$ cat src/rtl/thiele_prog_loader.sv
// ---------------------------------------------------------------------------
// thiele_prog_loader
//
// Boot/load sequencer for the Kami-generated Thiele CPU core (mkModule1).
// One start pulse runs the whole bring-up flow:
//   LOAD : stream prog_len words from a valid/ready source into the core's
//          instruction memory through its loadInstr method.
//   PAD  : fill every remaining imem slot with PAD_WORD (a HALT), so stale
//          words from an earlier, longer program can never execute.
//   CRST : hold the core in reset for RST_CYC cycles. The core reset clears
//          pc/mu/regs/mem/counters but leaves imem intact.
//   RUN  : release the core and watch getHalted/getErr under a watchdog.
//   DONE : status and cycle count hold until the next start.
// The same sequencer serves both board bring-up and simulation, so no
// force/release of core internals is needed.
//
// Optional feature (compile-time macro THIELE_LOADER_CHECKSUM_EN):
//   Adds exp_sum (sampled at start) and load_sum. load_sum is the
//   mod-2**DATA_W sum of the accepted source words; padding is excluded.
//   When the image is complete and load_sum != exp_sum, the sequence ends
//   in DONE with status 4 and the core is never reset or run.
//   With the macro undefined, these ports do not exist and status 4 never
//   occurs.
//
// Parameters
//   ADDR_W     instruction address width
//   DATA_W     instruction word width
//   DEPTH      number of imem slots (<= 2**ADDR_W)
//   PAD_WORD   word written to slots at or above the program length
//   RST_CYC    core reset pulse length in cycles (>= 1)
//   MAX_CYCLES watchdog limit for the RUN phase
//
// Ports
//   CLK         clock
//   RST_N       synchronous active-low reset
//   start       pulse; begins a load+run sequence (only in IDLE/DONE)
//   prog_len    number of source words to load, sampled at start
//   src_valid   source word valid
//   src_data    source word
//   src_ready   loader accepts the source word this cycle
//   load_x      {addr, word} to the core's loadInstr_x_0
//   load_en     to the core's EN_loadInstr
//   load_rdy    from the core's RDY_loadInstr
//   core_rst_n  core reset, active low
//   cpu_halted  core getHalted
//   cpu_err     core getErr
//   exp_sum     expected program checksum (checksum build only)
//   load_sum    running checksum of accepted words (checksum build only)
//   busy        a sequence is in progress (state is not IDLE or DONE)
//   done        sequence finished; status is valid
//   status      0 none, 1 timeout, 2 halted, 3 err, 4 checksum fail
//   cycles      RUN cycles elapsed; saturates, never wraps
// ---------------------------------------------------------------------------
module thiele_prog_loader #(
    parameter int                ADDR_W     = 8,
    parameter int                DATA_W     = 32,
    parameter int                DEPTH      = 256,
    parameter logic [DATA_W-1:0] PAD_WORD   = 32'hFF000000,
    parameter int                RST_CYC    = 2,
    parameter int                MAX_CYCLES = 10000
) (
    input  logic                     CLK,
    input  logic                     RST_N,
    input  logic                     start,
    input  logic [ADDR_W:0]          prog_len,
    input  logic                     src_valid,
    input  logic [DATA_W-1:0]        src_data,
    output logic                     src_ready,
    output logic [ADDR_W+DATA_W-1:0] load_x,
    output logic                     load_en,
    input  logic                     load_rdy,
    output logic                     core_rst_n,
    input  logic                     cpu_halted,
    input  logic                     cpu_err,
`ifdef THIELE_LOADER_CHECKSUM_EN
    input  logic [DATA_W-1:0]        exp_sum,
    output logic [DATA_W-1:0]        load_sum,
`endif
    output logic                     busy,
    output logic                     done,
    output logic [2:0]               status,
    output logic [31:0]              cycles
);

    typedef enum logic [2:0] {
        S_IDLE,
        S_LOAD,
        S_PAD,
        S_CRST,
        S_RUN,
        S_DONE
    } state_t;

    // addr/len carry one extra bit so that DEPTH == 2**ADDR_W is
    // representable and the PAD loop can terminate without wrapping.
    localparam logic [ADDR_W:0] DEPTH_V  = (ADDR_W + 1)'(DEPTH);
    localparam logic [ADDR_W:0] ADDR_ONE = (ADDR_W + 1)'(1);
    localparam logic [31:0]     RST_LAST = 32'(RST_CYC - 1);
    localparam logic [31:0]     CYC_LAST = 32'(MAX_CYCLES - 1);

    localparam logic [2:0] ST_NONE    = 3'd0;
    localparam logic [2:0] ST_TIMEOUT = 3'd1;
    localparam logic [2:0] ST_HALTED  = 3'd2;
    localparam logic [2:0] ST_ERR     = 3'd3;
`ifdef THIELE_LOADER_CHECKSUM_EN
    localparam logic [2:0] ST_CKSUM   = 3'd4;
`endif

    state_t                   state_q, state_d;
    logic [ADDR_W:0]          addr_q, addr_d;
    logic [ADDR_W:0]          len_q, len_d;
    logic [31:0]              rst_cnt_q, rst_cnt_d;
    logic [31:0]              cycles_q, cycles_d;
    logic [2:0]               status_q, status_d;
    logic                     done_q, done_d;
    logic                     core_rst_n_q, core_rst_n_d;
`ifdef THIELE_LOADER_CHECKSUM_EN
    logic [DATA_W-1:0]        sum_q, sum_d;
    logic [DATA_W-1:0]        exp_q, exp_d;
`endif

    // Unqualified handshake values; gated by RST_N below.
    logic                     src_ready_c;
    logic                     load_en_c;
    logic [ADDR_W+DATA_W-1:0] load_x_c;
    // Asserted in the cycle the last imem slot is written.
    logic                     image_done;

    // State register and all sequencer flops. Reset is synchronous; a
    // reset in the middle of a load simply abandons it.
    always_ff @(posedge CLK) begin
        if (!RST_N) begin
            state_q      <= S_IDLE;
            addr_q       <= '0;
            len_q        <= '0;
            rst_cnt_q    <= '0;
            cycles_q     <= '0;
            status_q     <= ST_NONE;
            done_q       <= 1'b0;
            core_rst_n_q <= 1'b0;
`ifdef THIELE_LOADER_CHECKSUM_EN
            sum_q        <= '0;
            exp_q        <= '0;
`endif
        end else begin
            state_q      <= state_d;
            addr_q       <= addr_d;
            len_q        <= len_d;
            rst_cnt_q    <= rst_cnt_d;
            cycles_q     <= cycles_d;
            status_q     <= status_d;
            done_q       <= done_d;
            core_rst_n_q <= core_rst_n_d;
`ifdef THIELE_LOADER_CHECKSUM_EN
            sum_q        <= sum_d;
            exp_q        <= exp_d;
`endif
        end
    end

    // Next-state and datapath logic for the whole load/pad/reset/run flow.
    always_comb begin
        state_d     = state_q;
        addr_d      = addr_q;
        len_d       = len_q;
        rst_cnt_d   = rst_cnt_q;
        cycles_d    = cycles_q;
        status_d    = status_q;
        done_d      = done_q;
        src_ready_c = 1'b0;
        load_en_c   = 1'b0;
        load_x_c    = '0;
        image_done  = 1'b0;
`ifdef THIELE_LOADER_CHECKSUM_EN
        sum_d       = sum_q;
        exp_d       = exp_q;
`endif

        case (state_q)
            S_IDLE, S_DONE: begin
                if (start) begin
                    len_d    = (prog_len > DEPTH_V) ? DEPTH_V : prog_len;
                    addr_d   = '0;
                    cycles_d = '0;
                    status_d = ST_NONE;
                    done_d   = 1'b0;
`ifdef THIELE_LOADER_CHECKSUM_EN
                    sum_d    = '0;
                    exp_d    = exp_sum;
`endif
                    // An empty program never offers src_ready.
                    state_d  = (len_d == '0) ? S_PAD : S_LOAD;
                end
            end

            S_LOAD: begin
                src_ready_c = load_rdy;
                load_x_c    = {addr_q[ADDR_W-1:0], src_data};
                if (src_valid && load_rdy) begin
                    load_en_c = 1'b1;
                    addr_d    = addr_q + ADDR_ONE;
`ifdef THIELE_LOADER_CHECKSUM_EN
                    sum_d     = sum_q + src_data;
`endif
                    // A full-depth program has nothing to pad, so skip
                    // PAD entirely rather than spending a cycle there.
                    if (addr_d == len_q) begin
                        if (addr_d == DEPTH_V) begin
                            image_done = 1'b1;
                        end else begin
                            state_d = S_PAD;
                        end
                    end
                end
            end

            S_PAD: begin
                load_en_c = load_rdy;
                load_x_c  = {addr_q[ADDR_W-1:0], PAD_WORD};
                if (load_rdy) begin
                    addr_d = addr_q + ADDR_ONE;
                    if (addr_d == DEPTH_V) begin
                        image_done = 1'b1;
                    end
                end
            end

            S_CRST: begin
                if (rst_cnt_q == RST_LAST) begin
                    state_d = S_RUN;
                end else begin
                    rst_cnt_d = rst_cnt_q + 32'd1;
                end
            end

            S_RUN: begin
                // The exit cycle counts too, so a timeout reports exactly
                // MAX_CYCLES.
                if (cycles_q != '1) begin
                    cycles_d = cycles_q + 32'd1;
                end
                if (cpu_halted) begin
                    status_d = ST_HALTED;
                    done_d   = 1'b1;
                    state_d  = S_DONE;
                end else if (cpu_err) begin
                    status_d = ST_ERR;
                    done_d   = 1'b1;
                    state_d  = S_DONE;
                end else if (cycles_q == CYC_LAST) begin
                    status_d = ST_TIMEOUT;
                    done_d   = 1'b1;
                    state_d  = S_DONE;
                end
            end

            default: begin
                state_d = S_IDLE;
            end
        endcase

        // Image complete: either hand the core its reset pulse or, on a
        // checksum mismatch, stop without ever touching the core.
        if (image_done) begin
`ifdef THIELE_LOADER_CHECKSUM_EN
            if (sum_d != exp_q) begin
                status_d = ST_CKSUM;
                done_d   = 1'b1;
                state_d  = S_DONE;
            end else begin
                rst_cnt_d = '0;
                state_d   = S_CRST;
            end
`else
            rst_cnt_d = '0;
            state_d   = S_CRST;
`endif
        end
    end

    // core_rst_n is registered off the next state, so it is low for
    // exactly the cycles spent in CRST and rises on the first cycle after
    // RST_N is released.
    always_comb begin
        core_rst_n_d = (state_d != S_CRST);
    end

    // Handshake outputs are forced quiet while RST_N is low so that no
    // transfer can slip through in the cycle a reset is requested.
    assign src_ready  = RST_N & src_ready_c;
    assign load_en    = RST_N & load_en_c;
    assign load_x     = RST_N ? load_x_c : '0;
    assign core_rst_n = core_rst_n_q;
    assign busy       = (state_q != S_IDLE) && (state_q != S_DONE);
    assign done       = done_q;
    assign status     = status_q;
    assign cycles     = cycles_q;
`ifdef THIELE_LOADER_CHECKSUM_EN
    assign load_sum   = sum_q;
`endif

endmodule
$ cat config.mk
export PLATFORM = sky130hd
export DESIGN_NAME = thiele_prog_loader
export DESIGN_NICKNAME = d
export VERILOG_FILES = /design/src/rtl/thiele_prog_loader.sv
export SDC_FILE = /design/constraint.sdc
export NUM_CORES = 1
export LEC_CHECK = 0
export ABC_AREA = 1
export BUFFER_PORTS_ARGS = -buffer_cell sky130_fd_sc_hd__clkbuf_2
export CORE_MARGIN = 3
export CORE_UTILIZATION = 55
export DETAILED_ROUTE_END_ITERATION = 10
export PLACE_DENSITY = 0.9
export SLEW_MARGIN = 20
export SYNTH_ARGS = -nofsm -noshare
export SYNTH_HDL_FRONTEND = slang
export SYNTH_SLANG_ARGS = --single-unit
export TNS_END_PERCENT = 20
$ cat constraint.sdc
create_clock -name CLK -period 4 [get_ports CLK]
set_clock_uncertainty 0.2 [all_clocks]
set_input_delay 1 -clock CLK [delete_from_list [all_inputs] [get_ports CLK]]
set_output_delay 1 -clock CLK [all_outputs]
set_load 0.02 [all_outputs]
==> impl_results.md, run 1 <==
- Hold Crit Depth: 2
- Critical Path Sink Type: primary output
- R2R depth: 9
- Syn avg cell area: just over 6 um2
- Ant diodes: 0
- Setup ws final: 313 ps
- Worst relative slew slack: 0.452
- Layout cells sized above 1: 0.186
- All-Layer GR Usage: 0.266
- Pin count of the biggest net entering global routing: 33
- Setup violations, final: 0
- Final Hold Vio Count: 0
- Die H: between 100 and 150 um
- Fmax: about 270 MHz
- Routability congestion estimate: 0.980
- Register area: ~1800 um2
- Arrival @ worst endpoint: around 2500 ps
- Tmin final: approximately 3700 ps
- Fin nets: about 1.1k
- Placed cells: 1210
- Maximum root-to-sink buffer count: 2
- Die W: 110 um
- Initial Util: 0.574
- Post-route setup TNS: 0 ps
- Max_cap viols: 0
- PostCTS Resize Cnt: 0
- Min-delay src: done
- Initial antenna violation count: 0
- CTS Hold Bufs: 0
- CTS H-tree lvls: 3
- Most common cell after layout, fill and taps aside: nand2_1
- Placement Setup Slack: approximately 600 ps
- Most frequent cells in the layout: nand2_1 (268), nor2_1 (130), clkbuf_2 (126), inv_1 (114), dfxtp_1 (89)
- CTS tree: built
- Outcome: finished, final reports clean
- Post-Syn Nets: between 1k and 1.5k
- Post-route DRC: 0
- CTS Buf Count: 9
- Ports: 128
- First DRT Iteration DRCs: roughly 500
- Vias in the first global route: roughly 6k
- Pwr Total: between 1.5 and 2 mW
- Clock Latency Late Sink: 370 ps
- Root Buffer Master: clkbuf_8
- Worst Hold Endpoint: done
- Routed via count: 6562
- First-pass GRT wire length: roughly 28000 um
- Final Util: 0.659
- Clock-pin transition on the worst setup and hold timing paths: 80 ps
- Post-synth ARST share: 0
- Actual slew at the worst max-slew pin: ~820 ps
- Reg-to-Reg End: rst_cnt_q[14]
- Top FF cell, synth: dfxtp_1
- PwrDens: 271 nW/um2
- Final ANT Viol Nets: 0
- Average wire per standard cell: between 10 and 15 um
- Reg-to-reg startpoint: rst_cnt_q[13]
- Multi-input logic area: approximately 3600 um2
- Num rows: 37
- Number of post-CTS setup repair buffers: 0
- Fillers: 973
- Mean number of vias per cell: between 5 and 6
- Critical Path Start Type: flop
- Hold Path Class: reg -> reg
- Port buffer count: ~130
- Worst-path fanout max: 25
- Non-filler cells, final: about 1.2k
- Die area: 12200 um2
- Area grow syn2layout: 14.8%
- Synth warnings: 0
- Critical Path RT: about 2800 ps
- Post-route clock period utilization: 0.922
- Total core area: 10500 um2
- Mapped Area: 6000 um2
- Max VDD drop: around 0.22 mV
- Grt ovf: 0
- Yosys cell types: 44
- Flops & latches, synth: 89
- Worst Setup Path Type: reg -> out
- Synth Instances: a little under 1k
- Number of clock sinks: between 80 and 90
- Number of enable flip-flop cells after synthesis: 0
- Lkg Pwr: around 2.8 nW
- Max-slew violation count: 0
- DP HPWL: roughly 13000 um
- Sequential fraction of the synthesis area: 0.297
- Detailed Route WL: roughly 16000 um
- First-pass detailed-route iteration total: 5
- Setup repair after global routing missed its margin: no
- Reg2reg setup slack: around 1300 ps
area by class of cell:
| cell class | count | area share |
|---|---|---|
| clock buffers | 11 | 0.0205 |
| well taps | 136 | 0.0247 |
| clock inverters | 5 | 0.0114 |
| repair buffers | 129 | 0.0948 |
| flip-flops and latches | 89 | 0.259 |
| inverters | 127 | 0.0692 |
| multi-input cells | 729 | 0.521 |
cell families after synthesis:
logic type / after synthesis / share of synthesized area
simple gates: 573 / 0.430
buf+inv: 157 / 0.105
compound gates: 114 / 0.105
flops: 89 / 0.297
xor+xnor: 37 / 0.0540
fa+ha+maj: 4 / 0.00834
other cells: 1 / 0.000625
worst max path at each step:
stage	start	end	slack [ps]	cells after the start
3_5_place_dp	RST_N	load_x[3]	600	4
2_1_floorplan	RST_N	load_x[10]	820	4
6_report	state_q[0]	load_x[3]	310	5
3_3_place_gp	RST_N	load_x[11]	660	4
5_1_grt	state_q[0]	load_x[18]	80	5
4_1_cts	state_q[0]	load_x[13]	310	5
cells in the mapped netlist, types with 8 or more instances:
cell type | number | share of area
nand4_1 | 23 | 0.024
xor2_1 | 30 | 0.044
o22ai_1 | 8 | 0.0083
nor2_1 | 130 | 0.081
nand2_1 | 268 | 0.17
dfxtp_1 | 89 | 0.30
nor4_1 | 18 | 0.019
inv_2 | 12 | 0.0075
nand3_1 | 50 | 0.042
o21ai_0 | 17 | 0.014
inv_1 | 114 | 0.071
clkbuf_1 | 18 | 0.011
nor3_1 | 39 | 0.033
a21oi_1 | 72 | 0.060
a21oi_2 | 10 | 0.015
metrics by stage:
step | cell area (um2) | hold WS (ps)
after floorplan | 6000 | 242
after global placement | 6670 | 254
after detailed placement | 6670 | 261
after CTS | 6890 | 272
after global routing | 6890 | 291
final | 6890 | 266
layer usage:
layer	GRT usage	up-vias	part of all wire	routed length [um]
met1	0.327	2946	0.43	7070
met4	0.0772	0	0.021	349
met3	0.0542	36	0.066	1090
met5	0	-	0	0
met2	0.469	232	0.48	7990
li1	-	3348	-	-
report_power, final:
part	leakage [nW]	switching [mW]	internal (mW)
registers	0.718	0.0103	0.896
logic	1.96	0.189	0.0794
clock network	0.113	0.327	0.368
total	2.79	0.527	1.34
worst max-delay path, cell delays in order (launching register included):
cell	delay (ps)
dfxtp_1	450
nand2_2	110
nor2_2	450
nand2_1	640
nor2_1	250
clkbuf_2	210
sequential cells by signal, indices dropped and copies added, names as in the netlist:
| signal | cells |
|---|---|
| done | 1 |
| rst_cnt_q | 32 |
| state_q | 3 |
| cycles | 32 |
| addr_q | 9 |
| status | 2 |
| core_rst_n | 1 |
| len_q | 9 |
Note: power is estimated with default switching activity, not from simulation.
==> inputs of run 2 (changes only) <==
- SETUP_SLACK_MARGIN: default -> 0.5
==> impl_results.md, run 2 (same netlist as run 1, synthesis figures left out) <==
- Outcome: finished, final reports clean
- Mean number of vias per cell: 5.37
- Fin nets: between 1k and 1.5k
- Final Util: 0.659
- Post-route clock period utilization: 0.869
- Post-route DRC: 0
- Hold Crit Depth: 2
- Worst relative slew slack: 0.514
- CP Cell Sequence: nand2_2 -> nor2_2 -> nand2_1 -> nand4_4 -> nor2_8 -> inv_2 -> nor2_1 -> clkbuf_2
- Fmax: 288 MHz
- Actual slew at the worst max-slew pin: approximately 730 ps
- Most common cell after layout, fill and taps aside: nand2_1
- Setup crit start: state_q[0]
- R2R depth: 12
- Initial antenna violation count: 0
- Final ANT Viol Nets: 0
- Lkg Pwr: 2.80 nW
- Pin count of the biggest net entering global routing: 33
- Min-delay src: done
- Number of clock sinks: slightly below 90
- Reg-to-Reg End: cycles[8]
- Critical-path top delay cell: nor2_2
- Setup ws final: between 500 and 600 ps
- Root Buffer Master: clkbuf_8
- Ports: approximately 130
- Port buffer count: between 100 and 150
- Final Hold Vio Count: 0
- Tmin final: around 3500 ps
- First-pass GRT wire length: roughly 28000 um
- Worst Hold Endpoint: done
- CTS H-tree lvls: 3
- Worst-path fanout max: 13
- Placement Setup Slack: 601 ps
- Reg-to-reg startpoint: cycles[1]
- DP HPWL: between 10000 and 15000 um
- Layout cells sized above 1: 0.187
- Clock Latency Late Sink: between 300 and 400 ps
- Die area: 12200 um2
- Ant diodes: 0
- Reg2reg setup slack: 1240 ps
- Setup repair after global routing missed its margin: yes
- Routability congestion estimate: slightly below 1
- Critical Path Start Type: flop
- Arrival @ worst endpoint: around 2300 ps
- First DRT Iteration DRCs: roughly 460
- Critical Path Sink Type: primary output
- CTS tree: built
- Initial Util: 0.574
- Most frequent cells in the layout: nand2_1 (267), nor2_1 (130), clkbuf_2 (126), inv_1 (114), dfxtp_1 (89)
- Area grow syn2layout: 14.9%
- Num rows: 37
- Routed via count: about 6.6k
- Average wire per standard cell: 13.5 um
- Maximum root-to-sink buffer count: 2
- Setup violations, final: 0
- Worst Setup Path Type: reg -> out
- Post-route setup TNS: 0 ps
- Fillers: ~1000
- Max VDD drop: 0.221 mV
- Max-slew violation count: 0
- Worst path max stage delay: 510 ps
- Vias in the first global route: approximately 6.1k
- Critical Path RT: ~2800 ps
- Grt ovf: 0
- PwrDens: between 200 and 300 nW/um2
- Detailed Route WL: around 16000 um
- Total core area: ~10000 um2
- First-pass detailed-route iteration total: 5
- CTS Buf Count: 9
- Top delay family on crit path: simple AND/OR/NAND/NOR gates
- Number of post-CTS setup repair buffers: 0
- Multi-input logic area: between 3000 and 4000 um2
- Hold Path Class: reg -> reg
- Clock-pin transition on the worst setup and hold timing paths: ~80 ps
- Max_cap viols: 0
- Register area: ~1800 um2
- All-Layer GR Usage: 0.266
- Pwr Total: about 1.9 mW
- Die W: 110 um
- Die H: around 110 um
- WP buf/inv: 2
[run 2: tightest hold or removal path: stages (launching register included)]
cell	delay [ps]
dfxtp_1	310
nand2_1	60
a21oi_1	50
[run 2: metal layers]
| layer | wire length (um) | GRT usage | vias to the layer above | share of wire |
|---|---|---|---|---|
| met2 | 8060 | 0.470 | 251 | 0.49 |
| li1 | - | - | 3349 | - |
| met3 | 1120 | 0.0542 | 38 | 0.068 |
| met5 | 0 | 0 | - | 0 |
| met1 | 6970 | 0.327 | 2949 | 0.42 |
| met4 | 335 | 0.0772 | 0 | 0.020 |
[run 2: final cells by class]
class | instances | share of cell area
Clock inverter | 5 | 0.0114
Inverter | 127 | 0.0691
Tap cell | 136 | 0.0247
Timing Repair Buffer | 129 | 0.0947
Clock buffer | 11 | 0.0205
Sequential cell | 89 | 0.258
Multi-Input combinational cell | 729 | 0.521
[run 2: how the worst max path moves through the flow]
stage                             to  slack (ps)  depth (start not counted)
after floorplan           load_x[10]         820                          4
after global placement    load_x[11]         660                          4
after detailed placement   load_x[3]         600                          4
after CTS                 load_x[13]         560                          5
after global routing         load_en         380                          8
final                        load_en         520                          8
[run 2: stage by stage]
step	hold slack (ps)	instance area (um2)	instances
CTS	272	6890	1226
global route	291	6900	1226
detailed placement	261	6670	1210
floorplan	242	6000	975
global placement	254	6670	1210
finish	266	6900	1226
[run 2: timing repair]
action                     CTS  global route
setup endpoints to repair   25            26
hold buffers                 0             0
gates resized for setup      1             1
[run 2: power by group]
part           total [mW]  internal [mW]  switching (mW)
Sequential          0.906          0.896          0.0102
Combinational       0.270         0.0796           0.191
Clock               0.692          0.368           0.324
==> inputs of run 3 (changes only) <==
- RECOVER_POWER: default -> 50
==> impl_results.md, run 3 (same netlist as run 1, synthesis figures left out) <==
- Lkg Pwr: between 2 and 3 nW
- Mean number of vias per cell: roughly 5.4
- Most common cell after layout, fill and taps aside: nand2_1
- Grt ovf: 0
- Total core area: around 10000 um2
- Max VDD drop: 0.221 mV
- Pwr Total: between 1.5 and 2 mW
- DP HPWL: roughly 13000 um
- Worst Hold Endpoint: done
- Die H: around 110 um
- Max-slew violation count: 0
- Tmin final: about 3600 ps
- Initial Util: 0.574
- Average wire per standard cell: 13.5 um
- Number of clock sinks: between 80 and 90
- First-pass detailed-route iteration total: 8
- Clock Latency Late Sink: approximately 380 ps
- Placed cells: between 1k and 1.5k
- Critical Path Sink Type: primary output
- Most frequent cells in the layout: nand2_1 (269), nor2_1 (133), inv_1 (115), dfxtp_1 (89), clkbuf_2 (89)
- R2R depth: 12
- Hold Crit Depth: 2
- Worst-path fanout max: 19
- Critical Path Start Type: input port
- Vias in the first global route: 6131
- M2 GR Usage: 0.470
- Pin count of the biggest net entering global routing: 33
- Placed inst area: 6670 um2
- CTS Buf Count: 9
- Hold slack: 266 ps
- CTS Hold Bufs: 0
- Number of post-CTS setup repair buffers: 0
- Root Buffer Master: clkbuf_8
- First DRT Iteration DRCs: 577
- Reg-to-Reg End: cycles[8]
- Setup violations, final: 0
- Ant diodes: 0
- Maximum root-to-sink buffer count: 2
- Area grow syn2layout: 13.5%
- Max_cap viols: 0
- Initial antenna violation count: 0
- CTS H-tree lvls: 3
- Die W: approximately 110 um
- Post-route DRC: 0
- Min-delay src: done
- Ports: roughly 130
- Hold Path Class: reg -> reg
- Worst Setup Path Type: in -> out
- Non-filler cells, final: 1226
- Layout cells sized above 1: 0.142
- Final ANT Viol Nets: 0
- Post-route clock period utilization: 0.892
- Routed via count: 6611
- Fin nets: about 1.1k
- Clock-pin transition on the worst setup and hold timing paths: approximately 80 ps
- Arrival @ worst endpoint: roughly 2400 ps
- Post-route setup TNS: 0 ps
- Detailed Route WL: between 15000 and 20000 um
- Critical Path RT: 2800 ps
- Fmax: 280 MHz
- Num rows: 37
- All-Layer GR Usage: 0.266
- Outcome: finished, final reports clean
- Final Hold Vio Count: 0
- GRT busiest layer: met2
- Setup repair after global routing missed its margin: yes
- Reg2reg setup slack: 540 ps
- CTS tree: built
- Routability congestion estimate: between 0.9 and 1
- First-pass GRT wire length: about 28000 um
- Port buffer count: 126
- Worst relative slew slack: 0.179
- Final instance area: 6820 um2
- Actual slew at the worst max-slew pin: about 1200 ps
- Die area: 12200 um2
- Reg-to-reg startpoint: cycles[1]
- GRT met3 Usage: 0.0542
- Met1 Resource Use GR: 0.327
- PwrDens: 274 nW/um2
==> run 3: cell types whose count changed in the layout (fill, tap and decap cells not counted), moves of 2 or more <==
cell / previous run / this run
clkbuf_2: 126 / 89
clkbuf_1: 1 / 39
nor2_1: 130 / 133
inv_2: 12 / 10
nor2_2: 7 / 4
nand2_2: 6 / 4
nand2_1: 267 / 269
nor3b_2: 4 / 2
nor3b_1: 2 / 4
==> run 3: stage by stage <==
stage	utilization	worst slack (ps)
2_1_floorplan	-	818
5_1_grt	0.651	252
6_report	0.651	433
4_1_cts	0.659	556
3_5_place_dp	0.638	601
3_3_place_gp	0.638	663
==> run 3: worst max-delay path by stage <==
stage | start | to | cells past startpoint
after global routing | cycles[1] | cycles[8] | 12
after global placement | RST_N | load_x[11] | 4
after detailed placement | RST_N | load_x[3] | 4
after floorplan | RST_N | load_x[10] | 4
after CTS | state_q[0] | load_x[13] | 5
final | RST_N | load_x[28] | 4
==> run 3: metal layers <==
layer / vias to the layer above / share of wire
met2: 274 / 0.48
met3: 40 / 0.073
li1: 3338 / -
met5: - / 0
met4: 0 / 0.022
met1: 2959 / 0.42
==> run 3: timing repair <==
action                                  in CTS  in global routing
pin swaps                                    0                  0
endpoints found under the hold margin        0                  0
resized for setup                            1                  1
endpoints found under the setup margin      25                 26
==> run 3: worst max-delay path: stages <==
cell and delay (ps):
clkbuf_1 440, inv_1 460, a21oi_1 260, clkbuf_2 200
==> run 3: power breakdown <==
group	internal, mW	leakage (nW)	switching, mW
logic	0.0763	1.82	0.190
clock network	0.368	0.113	0.326
registers	0.896	0.718	0.00963
total	1.34	2.65	0.525
==> run 3: final cells by class <==
cell class	count	area (um2)
Fill cell	987	3650
Multi-Input combinational cell	729	3560
Sequential cell	89	1780
Timing Repair Buffer	129	603
Inverter	127	477
Tap cell	136	170
Clock buffer	11	141
Clock inverter	5	78.8
